**src/rtl/fault_inject_master_pkg.sv**
```systemverilog
// Shared definitions for the fault-injection AXI4-Lite master and the slave it
// targets: bus widths, command op codes, FSM state encoding, slave sub-selector
// constants and AXI response codes.
package fault_inject_master_pkg;

   localparam int AXI_ADDR_WIDTH = 32;
   localparam int DATA_WIDTH     = 32;
   localparam int STRB_WIDTH     = DATA_WIDTH / 8;

   typedef enum logic [1:0] {
      OP_READ  = 2'd0,
      OP_WRITE = 2'd1,
      OP_FLIP  = 2'd2,
      OP_RSVD  = 2'd3
   } op_e;

   typedef enum logic [2:0] {
      IDLE         = 3'd0,
      RD_ADDR      = 3'd1,
      RD_DATA      = 3'd2,
      WR_ADDR_DATA = 3'd3,
      WR_RESP      = 3'd4,
      RSP          = 3'd5
   } state_e;

   // Slave sub-selector, carried in address bits [15:8].
   localparam logic [7:0] SEL_REGISTER_FILE = 8'h00;
   localparam logic [7:0] SEL_PC            = 8'h01;

   localparam logic [1:0] RESP_OKAY   = 2'b00;
   localparam logic [1:0] RESP_SLVERR = 2'b10;

   function automatic logic resp_is_err(input logic [1:0] resp);
      return resp != RESP_OKAY;
   endfunction

endpackage

```
**src/rtl/fault_inject_master_if.sv**
```systemverilog
// AXI4-Lite bus between the fault-injection master and its slave.
// Channels: AW (addr/prot/valid/ready), W (data/strb/valid/ready),
// B (resp/valid/ready), AR (addr/prot/valid/ready), R (data/resp/valid/ready).
// Modports: master (drives AW/W/AR, BREADY, RREADY) and slave (the reverse).
interface fault_inject_master_if;
   import fault_inject_master_pkg::*;

   logic [AXI_ADDR_WIDTH-1:0] M_AXI_AWADDR;
   logic [2:0]                M_AXI_AWPROT;
   logic                      M_AXI_AWVALID;
   logic                      M_AXI_AWREADY;

   logic [DATA_WIDTH-1:0]     M_AXI_WDATA;
   logic [STRB_WIDTH-1:0]     M_AXI_WSTRB;
   logic                      M_AXI_WVALID;
   logic                      M_AXI_WREADY;

   logic [1:0]                M_AXI_BRESP;
   logic                      M_AXI_BVALID;
   logic                      M_AXI_BREADY;

   logic [AXI_ADDR_WIDTH-1:0] M_AXI_ARADDR;
   logic [2:0]                M_AXI_ARPROT;
   logic                      M_AXI_ARVALID;
   logic                      M_AXI_ARREADY;

   logic [DATA_WIDTH-1:0]     M_AXI_RDATA;
   logic [1:0]                M_AXI_RRESP;
   logic                      M_AXI_RVALID;
   logic                      M_AXI_RREADY;

   modport master (
      output M_AXI_AWADDR, M_AXI_AWPROT, M_AXI_AWVALID,
      input  M_AXI_AWREADY,
      output M_AXI_WDATA, M_AXI_WSTRB, M_AXI_WVALID,
      input  M_AXI_WREADY,
      input  M_AXI_BRESP, M_AXI_BVALID,
      output M_AXI_BREADY,
      output M_AXI_ARADDR, M_AXI_ARPROT, M_AXI_ARVALID,
      input  M_AXI_ARREADY,
      input  M_AXI_RDATA, M_AXI_RRESP, M_AXI_RVALID,
      output M_AXI_RREADY
   );

   modport slave (
      input  M_AXI_AWADDR, M_AXI_AWPROT, M_AXI_AWVALID,
      output M_AXI_AWREADY,
      input  M_AXI_WDATA, M_AXI_WSTRB, M_AXI_WVALID,
      output M_AXI_WREADY,
      output M_AXI_BRESP, M_AXI_BVALID,
      input  M_AXI_BREADY,
      input  M_AXI_ARADDR, M_AXI_ARPROT, M_AXI_ARVALID,
      output M_AXI_ARREADY,
      output M_AXI_RDATA, M_AXI_RRESP, M_AXI_RVALID,
      input  M_AXI_RREADY
   );

endinterface

```
**src/rtl/fault_inject_master.sv**
```systemverilog
// Fault-injection AXI4-Lite master. Takes one command at a time (READ, WRITE,
// or FLIP = read, XOR with a mask, write back) and reports one response.
// Ports:
//   CLK, RSTn                  clock, asynchronous active-low reset
//   cmd_valid/cmd_ready        command handshake; cmd_op, cmd_addr, cmd_wdata, cmd_mask
//   rsp_valid/rsp_ready        response handshake; rsp_data, rsp_err
//   m_axi                      AXI4-Lite master port
//
// state        | meaning
// -------------+--------------------------------------------------------
// IDLE         | ready for a command
// RD_ADDR      | ARVALID up, waiting for ARREADY
// RD_DATA      | RREADY up, waiting for RVALID
// WR_ADDR_DATA | AWVALID/WVALID up, each dropped after its own handshake
// WR_RESP      | BREADY up, waiting for BVALID
// RSP          | rsp_valid up, waiting for rsp_ready
module fault_inject_master
   import fault_inject_master_pkg::*;
#(
   parameter logic [AXI_ADDR_WIDTH-1:0] BASE_ADDR = 32'h4000_0000
) (
   input  logic                      CLK,
   input  logic                      RSTn,

   input  logic                      cmd_valid,
   output logic                      cmd_ready,
   input  logic [1:0]                cmd_op,
   input  logic [AXI_ADDR_WIDTH-1:0] cmd_addr,
   input  logic [DATA_WIDTH-1:0]     cmd_wdata,
   input  logic [DATA_WIDTH-1:0]     cmd_mask,

   output logic                      rsp_valid,
   input  logic                      rsp_ready,
   output logic [DATA_WIDTH-1:0]     rsp_data,
   output logic                      rsp_err,

   fault_inject_master_if.master     m_axi
);

   state_e                    state_q, state_d;
   op_e                       op_q;
   op_e                       cmd_op_e;
   logic [AXI_ADDR_WIDTH-1:0] axi_addr_q;
   logic [DATA_WIDTH-1:0]     wdata_q;
   logic [DATA_WIDTH-1:0]     mask_q;
   logic [DATA_WIDTH-1:0]     rsp_data_q;
   logic                      rsp_err_q;
   logic                      aw_done_q;
   logic                      w_done_q;

   logic cmd_hs, r_hs, b_hs;
   logic aw_valid, w_valid, aw_hs, w_hs, aw_ok, w_ok;

   assign cmd_op_e = op_e'(cmd_op);

   assign cmd_hs   = (state_q == IDLE) && cmd_valid;
   assign r_hs     = (state_q == RD_DATA) && m_axi.M_AXI_RVALID;
   assign b_hs     = (state_q == WR_RESP) && m_axi.M_AXI_BVALID;
   assign aw_valid = (state_q == WR_ADDR_DATA) && !aw_done_q;
   assign w_valid  = (state_q == WR_ADDR_DATA) && !w_done_q;
   assign aw_hs    = aw_valid && m_axi.M_AXI_AWREADY;
   assign w_hs     = w_valid && m_axi.M_AXI_WREADY;
   // A channel counts as finished if it completed earlier or completes now.
   assign aw_ok    = aw_done_q || aw_hs;
   assign w_ok     = w_done_q || w_hs;

   always_ff @(posedge CLK or negedge RSTn) begin
      if (!RSTn) begin
         state_q <= IDLE;
      end else begin
         state_q <= state_d;
      end
   end

   always_comb begin
      state_d = state_q;
      unique case (state_q)
         IDLE: begin
            if (cmd_valid) begin
               unique case (cmd_op_e)
                  OP_READ, OP_FLIP: state_d = RD_ADDR;
                  OP_WRITE:         state_d = WR_ADDR_DATA;
                  default:          state_d = RSP;
               endcase
            end
         end
         RD_ADDR: begin
            if (m_axi.M_AXI_ARREADY) state_d = RD_DATA;
         end
         RD_DATA: begin
            if (m_axi.M_AXI_RVALID) begin
               if ((op_q == OP_FLIP) && !resp_is_err(m_axi.M_AXI_RRESP)) begin
                  state_d = WR_ADDR_DATA;
               end else begin
                  state_d = RSP;
               end
            end
         end
         WR_ADDR_DATA: begin
            if (aw_ok && w_ok) state_d = WR_RESP;
         end
         WR_RESP: begin
            if (m_axi.M_AXI_BVALID) state_d = RSP;
         end
         RSP: begin
            if (rsp_ready) state_d = IDLE;
         end
         default: state_d = IDLE;
      endcase
   end

   always_ff @(posedge CLK or negedge RSTn) begin
      if (!RSTn) begin
         op_q       <= OP_READ;
         axi_addr_q <= '0;
         wdata_q    <= '0;
         mask_q     <= '0;
         rsp_data_q <= '0;
         rsp_err_q  <= 1'b0;
         aw_done_q  <= 1'b0;
         w_done_q   <= 1'b0;
      end else begin
         if (cmd_hs) begin
            op_q       <= cmd_op_e;
            axi_addr_q <= cmd_addr | BASE_ADDR;
            wdata_q    <= cmd_wdata;
            mask_q     <= cmd_mask;
            rsp_data_q <= '0;
            rsp_err_q  <= (cmd_op_e == OP_RSVD);
         end
         // READ and FLIP both report the original value; FLIP's error flag is
         // refined by the write response if the write goes ahead.
         if (r_hs) begin
            rsp_data_q <= m_axi.M_AXI_RDATA;
            rsp_err_q  <= resp_is_err(m_axi.M_AXI_RRESP);
            if (op_q == OP_FLIP) wdata_q <= m_axi.M_AXI_RDATA ^ mask_q;
         end
         if (state_q == WR_ADDR_DATA) begin
            if (aw_ok && w_ok) begin
               aw_done_q <= 1'b0;
               w_done_q  <= 1'b0;
            end else begin
               if (aw_hs) aw_done_q <= 1'b1;
               if (w_hs)  w_done_q  <= 1'b1;
            end
         end
         if (b_hs) rsp_err_q <= resp_is_err(m_axi.M_AXI_BRESP);
      end
   end

   // Everything below decodes registered state only; cmd_ready is additionally
   // gated so it reads 0 while reset is held.
   always_comb begin
      cmd_ready           = RSTn && (state_q == IDLE);
      rsp_valid           = (state_q == RSP);
      rsp_data            = rsp_data_q;
      rsp_err             = rsp_err_q;

      m_axi.M_AXI_ARVALID = (state_q == RD_ADDR);
      m_axi.M_AXI_ARADDR  = axi_addr_q;
      m_axi.M_AXI_ARPROT  = 3'b000;
      m_axi.M_AXI_RREADY  = (state_q == RD_DATA);

      m_axi.M_AXI_AWVALID = aw_valid;
      m_axi.M_AXI_AWADDR  = axi_addr_q;
      m_axi.M_AXI_AWPROT  = 3'b000;
      m_axi.M_AXI_WVALID  = w_valid;
      m_axi.M_AXI_WDATA   = wdata_q;
      m_axi.M_AXI_WSTRB   = {STRB_WIDTH{state_q == WR_ADDR_DATA}};
      m_axi.M_AXI_BREADY  = (state_q == WR_RESP);
   end

endmodule

```
**src/flat_wrapper.sv**
```systemverilog
// flat-port wrapper written by rule: the top's interface ports become plain ports
module fault_inject_master_flat import fault_inject_master_pkg::*;
#(
   parameter logic [AXI_ADDR_WIDTH-1:0] BASE_ADDR = 32'h4000_0000
)
  (CLK, RSTn, cmd_valid, cmd_ready, cmd_op, cmd_addr, cmd_wdata, cmd_mask, rsp_valid, rsp_ready, rsp_data, rsp_err, m_axi_M_AXI_AWADDR, m_axi_M_AXI_AWPROT, m_axi_M_AXI_AWVALID, m_axi_M_AXI_AWREADY, m_axi_M_AXI_WDATA, m_axi_M_AXI_WSTRB, m_axi_M_AXI_WVALID, m_axi_M_AXI_WREADY, m_axi_M_AXI_BRESP, m_axi_M_AXI_BVALID, m_axi_M_AXI_BREADY, m_axi_M_AXI_ARADDR, m_axi_M_AXI_ARPROT, m_axi_M_AXI_ARVALID, m_axi_M_AXI_ARREADY, m_axi_M_AXI_RDATA, m_axi_M_AXI_RRESP, m_axi_M_AXI_RVALID, m_axi_M_AXI_RREADY);
  fault_inject_master_if m_axi_i ();
  input  logic CLK;
  input  logic RSTn;
  input  logic cmd_valid;
  output logic cmd_ready;
  input  logic [1:0] cmd_op;
  input  logic [AXI_ADDR_WIDTH-1:0] cmd_addr;
  input  logic [DATA_WIDTH-1:0] cmd_wdata;
  input  logic [DATA_WIDTH-1:0] cmd_mask;
  output logic rsp_valid;
  input  logic rsp_ready;
  output logic [DATA_WIDTH-1:0] rsp_data;
  output logic rsp_err;
  output wire logic [$bits(m_axi_i.M_AXI_AWADDR)-1:0] m_axi_M_AXI_AWADDR;
  output wire logic [$bits(m_axi_i.M_AXI_AWPROT)-1:0] m_axi_M_AXI_AWPROT;
  output wire logic [$bits(m_axi_i.M_AXI_AWVALID)-1:0] m_axi_M_AXI_AWVALID;
  input wire logic [$bits(m_axi_i.M_AXI_AWREADY)-1:0] m_axi_M_AXI_AWREADY;
  output wire logic [$bits(m_axi_i.M_AXI_WDATA)-1:0] m_axi_M_AXI_WDATA;
  output wire logic [$bits(m_axi_i.M_AXI_WSTRB)-1:0] m_axi_M_AXI_WSTRB;
  output wire logic [$bits(m_axi_i.M_AXI_WVALID)-1:0] m_axi_M_AXI_WVALID;
  input wire logic [$bits(m_axi_i.M_AXI_WREADY)-1:0] m_axi_M_AXI_WREADY;
  input wire logic [$bits(m_axi_i.M_AXI_BRESP)-1:0] m_axi_M_AXI_BRESP;
  input wire logic [$bits(m_axi_i.M_AXI_BVALID)-1:0] m_axi_M_AXI_BVALID;
  output wire logic [$bits(m_axi_i.M_AXI_BREADY)-1:0] m_axi_M_AXI_BREADY;
  output wire logic [$bits(m_axi_i.M_AXI_ARADDR)-1:0] m_axi_M_AXI_ARADDR;
  output wire logic [$bits(m_axi_i.M_AXI_ARPROT)-1:0] m_axi_M_AXI_ARPROT;
  output wire logic [$bits(m_axi_i.M_AXI_ARVALID)-1:0] m_axi_M_AXI_ARVALID;
  input wire logic [$bits(m_axi_i.M_AXI_ARREADY)-1:0] m_axi_M_AXI_ARREADY;
  input wire logic [$bits(m_axi_i.M_AXI_RDATA)-1:0] m_axi_M_AXI_RDATA;
  input wire logic [$bits(m_axi_i.M_AXI_RRESP)-1:0] m_axi_M_AXI_RRESP;
  input wire logic [$bits(m_axi_i.M_AXI_RVALID)-1:0] m_axi_M_AXI_RVALID;
  output wire logic [$bits(m_axi_i.M_AXI_RREADY)-1:0] m_axi_M_AXI_RREADY;
  assign m_axi_M_AXI_AWADDR = m_axi_i.M_AXI_AWADDR;
  assign m_axi_M_AXI_AWPROT = m_axi_i.M_AXI_AWPROT;
  assign m_axi_M_AXI_AWVALID = m_axi_i.M_AXI_AWVALID;
  assign m_axi_i.M_AXI_AWREADY = m_axi_M_AXI_AWREADY;
  assign m_axi_M_AXI_WDATA = m_axi_i.M_AXI_WDATA;
  assign m_axi_M_AXI_WSTRB = m_axi_i.M_AXI_WSTRB;
  assign m_axi_M_AXI_WVALID = m_axi_i.M_AXI_WVALID;
  assign m_axi_i.M_AXI_WREADY = m_axi_M_AXI_WREADY;
  assign m_axi_i.M_AXI_BRESP = m_axi_M_AXI_BRESP;
  assign m_axi_i.M_AXI_BVALID = m_axi_M_AXI_BVALID;
  assign m_axi_M_AXI_BREADY = m_axi_i.M_AXI_BREADY;
  assign m_axi_M_AXI_ARADDR = m_axi_i.M_AXI_ARADDR;
  assign m_axi_M_AXI_ARPROT = m_axi_i.M_AXI_ARPROT;
  assign m_axi_M_AXI_ARVALID = m_axi_i.M_AXI_ARVALID;
  assign m_axi_i.M_AXI_ARREADY = m_axi_M_AXI_ARREADY;
  assign m_axi_i.M_AXI_RDATA = m_axi_M_AXI_RDATA;
  assign m_axi_i.M_AXI_RRESP = m_axi_M_AXI_RRESP;
  assign m_axi_i.M_AXI_RVALID = m_axi_M_AXI_RVALID;
  assign m_axi_M_AXI_RREADY = m_axi_i.M_AXI_RREADY;
  fault_inject_master #(.BASE_ADDR(BASE_ADDR)) u_core (.CLK(CLK), .RSTn(RSTn), .cmd_valid(cmd_valid), .cmd_ready(cmd_ready), .cmd_op(cmd_op), .cmd_addr(cmd_addr), .cmd_wdata(cmd_wdata), .cmd_mask(cmd_mask), .rsp_valid(rsp_valid), .rsp_ready(rsp_ready), .rsp_data(rsp_data), .rsp_err(rsp_err), .m_axi(m_axi_i));
endmodule
```
**config.mk**
```make
export PLATFORM = sky130hd
export DESIGN_NAME = fault_inject_master_flat
export DESIGN_NICKNAME = d
export VERILOG_FILES = /design/src/rtl/fault_inject_master_pkg.sv /design/src/rtl/fault_inject_master_if.sv /design/src/rtl/fault_inject_master.sv /design/src/flat_wrapper.sv
export SDC_FILE = /design/constraint.sdc
export NUM_CORES = 1
export LEC_CHECK = 0
export CAP_MARGIN = 40
export CORE_MARGIN = 5
export CORE_UTILIZATION = 37
export CTS_CLUSTER_DIAMETER = 150
export CTS_CLUSTER_SIZE = 24
export DETAILED_ROUTE_END_ITERATION = 7
export PLACE_DENSITY = 0.76
export RECOVER_POWER = 25
export SLEW_MARGIN = 10
export SYNTH_ARGS = -nofsm -noshare
export SYNTH_HDL_FRONTEND = slang
export SYNTH_SLANG_ARGS = --single-unit
```
**constraint.sdc**
```tcl
create_clock -name CLK -period 1.67 [get_ports CLK]
set_input_delay 0.334 -clock CLK [delete_from_list [all_inputs] [get_ports CLK]]
set_output_delay 0.334 -clock CLK [all_outputs]
set_load 0.05 [all_outputs]
```
==> results of run 1 <==
## metrics by stage
stage | instance area, sq um | setup slack [ns] | TNS, ns | util [%]
2_1_floorplan | 6100 | -0.289 | -0.344 | -
3_3_place_gp | 8930 | -0.312 | -30.78 | 55.8
3_5_place_dp | 8930 | -0.343 | -35.17 | 55.8
4_1_cts | 9780 | -0.188 | -9.50 | 61.1
5_1_grt | 9970 | -0.292 | -27.52 | 62.3
6_report | 9970 | -0.245 | -20.12 | 62.3
## flip-flops by register name, indices dropped and copies added (netlist names)
signal and cells:
u_core.rsp_data 32, u_core.aw_done_q 1, u_core.state_q 3, u_core.op_q 2
u_core.rsp_err 1, u_core.mask_q 32, u_core.m_axi.M_AXI_WDATA 32, u_core.w_done_q 1
u_core.m_axi.M_AXI_ARADDR 32
## critical path, stage by stage, from the launching register on
cell     delay [ns]
dfrtp_2        0.45
buf_4          0.16
nor4b_4        0.30
buf_4          0.19
buf_12         0.15
buf_16         0.18
mux2_2         0.35
## synth_stat cells (2+ instances only)
cell type and n:
dfrtp_1 136, mux2_2 65, buf_4 44, nor2_1 44, a21oi_1 35, mux2i_1 33, a22o_1 32, xor2_1 32
buf_2 17, clkbuf_1 5, nand2_1 4, nor3_1 4, inv_1 3, o21ai_0 3, a221o_1 2, a2bb2oi_1 2
buf_1 2, nand2b_1 2, o21ai_1 2, o22ai_1 2
## power by group through the flow
stage | clock network, W | logic, W | registers [W]
detailed placement | 0 | 0.0133 | 0.00613
CTS | 0.00403 | 0.0138 | 0.00612
finish | 0.00396 | 0.0141 | 0.00614
floorplan | 0 | 0.00535 | 0.00992
global route | 0.00420 | 0.0147 | 0.00636
global placement | 0 | 0.0131 | 0.00606
## what timing repair did
item,4_1_cts,5_1_grt
hold buffers,0,0
cloned,0,4
pin swaps,12,5
buffers inserted,8,5
resized for setup,43,19
setup endpoints to repair,55,142
## kinds of logic (layout without fill, tap and decap cells)
| logic type | count (synthesis) | in the layout |
|---|---|---|
| buffers and inverters | 72 | 367 |
| muxes | 98 | 98 |
| AOI/OAI and AO/OA | 80 | 80 |
| and+or+nand+nor | 65 | 65 |
| other | 1 | 6 |
| DFF | 136 | 136 |
| xor gates and xnor gates | 32 | 32 |
## metal layers
| layer | vias up | GRT usage, % | share of wire [%] |
|---|---|---|---|
| met2 | 197 | 32.9 | 52 |
| met5 | - | 0 | 0.11 |
| li1 | 2227 | - | - |
| met3 | 37 | 6.03 | 6.5 |
| met1 | 2383 | 21.4 | 39 |
| met4 | 2 | 7.54 | 2.6 |
## worst max path at each step
stage | start | to
CTS | u_core.state_q[1] | cmd_ready
global route | u_core.state_q[1] | u_core.mask_q[29]
finish | u_core.state_q[1] | u_core.mask_q[29]
detailed placement | cmd_valid | u_core.mask_q[27]
floorplan | u_core.state_q[2] | cmd_ready
global placement | cmd_valid | u_core.mask_q[4]
## final cells by class
type	count	share of cell area [%]
well taps	216	2.71
flip-flops and latches	136	34.2
clock buffers	19	4.54
multi-input cells	281	24.4
repair buffers	332	32.2
clock inverters	12	1.76
inverters	4	0.201
==> impl_metrics.tcl, run 1 <==
set metrics [dict create \
    status "complete, but fails checks" \
    violations "setup timing" \
    hold_viol_final 0 \
    netlist_area_sq_um 6070 \
    worstPathArrival_ns 2.21 \
    htreeDepth 4 \
    io_buffers 281 \
    pwr-share-clk_pct 16.3 \
    core_sq_um 16000 \
    maxCapViolations 0 \
    worstRegToRegCells 6 \
    synth_xor_area_share_pct 4.62 \
    whs_ns 0.440 \
    synth-simple-area-share_pct 5.12 \
    dieArea_sq_um 19100 \
    timing.critical_path.from_type "register" \
    cp-end-kind "register" \
    detail_route.wl_per_cell_um 18.8 \
    first_pass_iters 4 \
    num_vias 4846 \
    cts_buffers 17 \
    final-setup-viol-count 141 \
    layout_common_cells "158 x buf_4, 140 x clkdlybuf4s50_1, 134 x dfrtp_1, 41 x mux2_2, 40 x nor2_1" \
    r2r_slack_ns -0.25 \
    p_sw_w 0.0113 \
    antenna_left 0 \
    cts-root-buf "clkbuf_16" \
    fin_nets 915 \
    overflow 0 \
    ys.flop_type "dfrtp_1" \
    clkSlewWorstSetupHoldPaths_ns 0.06 \
    grt_pass1_vias 5211 \
    synthDistinctLibCells 35 \
    synth_area_leaders "dfrtp_1 56%, mux2_2 12%, buf_4 5.4%" \
    period_share_pct 115 \
    register_area_sq_um 3410 \
    synth_compound_area_share_pct 9.06 \
    final_common_cell "buf_4" \
    synthAdderAreaFrac_pct 0 \
    power_w 0.0242 \
    crit_required_ns 1.97 \
    ys_ff_latch 136 \
    multi_input_area_sq_um 2430 \
    p_seq_share_pct 25.3 \
    yosysSeqAreaShare_pct 56.1 \
    max_freq_mhz 522 \
    layout_setup_ws_ns -0.245 \
    nFillCells 1248 \
    final_cells 1000 \
    antenna_found_initial 1 \
    p_leak_nw 4.54 \
    crit_type "register to register" \
    place_congestion 0.850 \
    num_rows 46 \
    clk_path_buf_depth 2 \
    chipHeight_um 138 \
    rr_endpoint "u_core.mask_q[29]" \
    start_util_pct 37.9 \
    synth_edf_count 0 \
    grt_max_degree 137 \
    grt_setup_unrepaired "yes" \
    grt_pass1_wl_um 28800 \
    io_pins 289 \
    syn_inst 484 \
    cts.sinks 136 \
    yosysTopAreaCell "dfrtp_1" \
    yosysWarnings 0 \
    synth_top_family_by_area "multiplexers" \
    drcViolationCount 0 \
    power_density_nw_per_um2 2430 \
    synthMuxAreaShare_pct 17.5 \
    viasPerCell 4.85 \
    sw_frac_of_total_pct 46.5 \
    finClkSkew_ns 0.00924 \
    ir_drop_mv 1.48 \
    cts_tree "built" \
    drive_above_1_share_pct 39.9 \
    p_int_w 0.0130 \
    r2r_start "u_core.state_q[1]" \
    final.min_clock_period_ns 1.92 \
    hold_class "input port to async pin" \
    drt_iter0_drc 232 \
    placed_cells 952 \
    worstSkewPairLatency_ns 0.42 \
    worst_slew_pin_slew_ns 1.23 \
    routed_wl_um 18800 \
    slew_viol_final 0 \
    syn_avg_cell_area_sq_um 12.5 \
    slew-limit-headroom_pct 18.1 \
    syn_to_final_growth_pct 64.3 \
    async_flop_share_pct 100 \
    path_max_fanout 20 \
    post-dp-hpwl_um 13300 \
    yosysTopAreaCellShare_pct 56.1 \
    power.share.combinational_pct 58.3 \
    gr-usage-all-layers_pct 18.8 \
    n_antenna_cell 0 \
    die_w_um 138 \
]
No activity file was read; power rests on OpenSTA's default activity.
==> inputs of run 2 (changes only) <==
- CELL_PAD_IN_SITES_DETAIL_PLACEMENT: not set -> 0
- CELL_PAD_IN_SITES_GLOBAL_PLACEMENT: not set -> 2
- CORE_UTILIZATION: 37 -> 23
- CTS_CLUSTER_DIAMETER: 150 -> 100
- PLACE_DENSITY: 0.76 -> 0.77
==> run 2 against run 1 <==
The run still ends with setup timing left. Sequential cell count is the same. Routed wire length is 13% higher. Largest cell class is now buffers. Via count barely moved. Clock skew up 0.0052 ns. Critical path depth is 1 higher. Clock power increased by 4%. Count of clock-buffer cells in the layout is the same. Core utilization is 21 points lower. Final cell count rose by 14%. Non-clock buffer count is 20 higher. Highest routed layer unchanged.
==> impl_metrics.tcl, run 2 (synthesis gave the netlist of run 1 again) <==
set metrics [dict create \
    status "complete, but fails checks" \
    violations "setup timing" \
    final.min_clock_period_ns 1.85 \
    timing.critical_path.from_type "register" \
    crit_required_ns 1.97 \
    antenna_found_initial 3 \
    layout_setup_ws_ns -0.182 \
    cp_slowest_cell "dfrtp_2" \
    tns_ns -16.51 \
    htreeDepth 4 \
    core_sq_um 26000 \
    rr_endpoint "u_core.m_axi.M_AXI_ARADDR[4]" \
    r2r_slack_ns -0.18 \
    hold_viol_final 0 \
    worst_slew_pin_slew_ns 1.45 \
    slew_viol_final 0 \
    num_rows 59 \
    cts-root-buf "clkbuf_16" \
    drcViolationCount 0 \
    endpoint "u_core.m_axi.M_AXI_ARADDR[4]" \
    final_cells 1141 \
    antenna_left 0 \
    final-setup-viol-count 139 \
    maxCapViolations 0 \
    grt_pass1_wl_um 29700 \
    hold_class "input port to async pin" \
    crit_type "register to register" \
    p_leak_nw 4.83 \
    viasPerCell 4.25 \
    num_vias 4844 \
    final_common_cell "buf_4" \
    routed_wl_um 21300 \
    post-dp-hpwl_um 14400 \
    clkSlewWorstSetupHoldPaths_ns 0.07 \
    ir_drop_mv 1.30 \
    worstRegToRegCells 7 \
    period_share_pct 111 \
    gr-usage-all-layers_pct 13.1 \
    overflow 0 \
    first_pass_iters 4 \
    power_density_nw_per_um2 2370 \
    cts_buffers 17 \
    syn_to_final_growth_pct 76.5 \
    die_w_um 172 \
    fin_nets 935 \
    cts_tree "built" \
    cts.sinks 136 \
    placed_cells 1075 \
    worstSkewPairLatency_ns 0.42 \
    crit_path_max_incr_delay_ns 0.43 \
    clk_path_buf_depth 2 \
    path_max_fanout 8 \
    worstPathArrival_ns 2.16 \
    grt_max_degree 80 \
    grt_setup_unrepaired "yes" \
    crit_path_frequent_cell "buf_12" \
    chipHeight_um 172 \
    dieArea_sq_um 29700 \
    grt_pass1_vias 4988 \
    layout_common_cells "153 x buf_4, 140 x clkdlybuf4s50_1, 133 x dfrtp_1, 57 x mux2_4, 34 x nor2_1" \
    finClkSkew_ns 0.0144 \
    drt_iter0_drc 227 \
    start_util_pct 23.3 \
    r2r_start "u_core.state_q[2]" \
    startpoint "u_core.state_q[2]" \
    max_freq_mhz 540 \
    worstPathCellList "buf_6 -> nor4b_4 -> buf_12 -> buf_12 -> buf_12 -> buf_12 -> mux2_4" \
    io_pins 289 \
    cp-end-kind "register" \
    drive_above_1_share_pct 43.6 \
    io_buffers 281 \
    detail_route.wl_per_cell_um 18.6 \
    slew-limit-headroom_pct 3.08 \
    nFillCells 2491 \
    place_congestion 0.745 \
]
[run 2: cell types whose count changed in the layout (fill, tap and decap cells not counted), moves of 5 or more]
| cell | change |
|---|---|
| mux2_4 | +33 |
| mux2_2 | -33 |
| buf_4 | -5 |
| nor2_2 | +7 |
| mux2i_1 | -5 |
| buf_12 | +9 |
| buf_6 | +10 |
| a21oi_1 | -6 |
| a21oi_2 | +6 |
| nor2_1 | -6 |
[run 2: layout make-up]
cell class              count  area, sq um  area share [%]
diodes                      1         2.50          0.0234
clock buffers              19          443            4.14
clock inverters            13          191            1.79
inverters                   4         20.0           0.187
multi-input cells         281         2650            24.7
flip-flops and latches    136         3410            31.8
well taps                 335          419            3.91
repair buffers            352         3580            33.4
[run 2: routing by layer]
metal	global-route usage [%]	vias up	part of all wire [%]
li1	-	2271	-
met1	16.3	2380	42
met2	21.5	163	49
met3	3.89	26	6.7
met4	4.75	4	2.3
met5	0	-	0.12
[run 2: timing repair]
| action | in CTS | in global routing |
|---|---|---|
| cloned | 2 | 8 |
| endpoints found under the hold margin | 15 | 0 |
| endpoints found under the setup margin | 102 | 139 |
| buffers inserted | 16 | 8 |
| hold buffers | 1 | 0 |
| resized for setup | 96 | 40 |
| pin swaps | 13 | 19 |
[run 2: how the worst min path moves through the flow]
| stage | start | end | slack (ns) | cells after the start |
|---|---|---|---|---|
| final | RSTn | u_core.state_q[0] | 0.42 | 2 |
| after global routing | cmd_mask[8] | u_core.mask_q[8] | 0.51 | 2 |
| after CTS | RSTn | u_core.m_axi.M_AXI_ARADDR[1] | 0.13 | 2 |
| after detailed placement | RSTn | u_core.m_axi.M_AXI_WDATA[16] | 0.43 | 2 |
| after global placement | RSTn | u_core.m_axi.M_AXI_WDATA[26] | 0.42 | 2 |
| after floorplan | RSTn | u_core.aw_done_q | 0.04 | 0 |
[run 2: power by group]
part           switching (W)  internal, W
logic                0.00895      0.00621
clock network        0.00155      0.00256
registers            0.00118      0.00495
[run 2: worst max-delay path: cells and delay by family (launching register included)]
kind | cells | cell delay, ns
multiplexers | 1 | 0.30
AND/OR/NAND/NOR | 1 | 0.34
flip-flops | 1 | 0.43
buffers and inverters | 5 | 0.67
[run 2: per-stage QoR]
stage	area (sq um)	setup WS [ns]	hold slack [ns]	util [%]	total power, W
3_5_place_dp	9130	-0.434	0.430	35.1	0.0196
5_1_grt	10700	-0.252	0.507	41.2	0.0266
2_1_floorplan	6100	-0.289	0.0384	-	0.0153
3_3_place_gp	9100	-0.492	0.421	35.0	0.0194
4_1_cts	10400	-0.199	0.130	39.9	0.0250
6_report	10700	-0.182	0.418	41.2	0.0254
==> inputs of run 3 (changes only) <==
- RECOVER_POWER: 25 -> 50
==> results of run 3 <==
No change in the layout: final DEF, timing and power equal those of run 2.
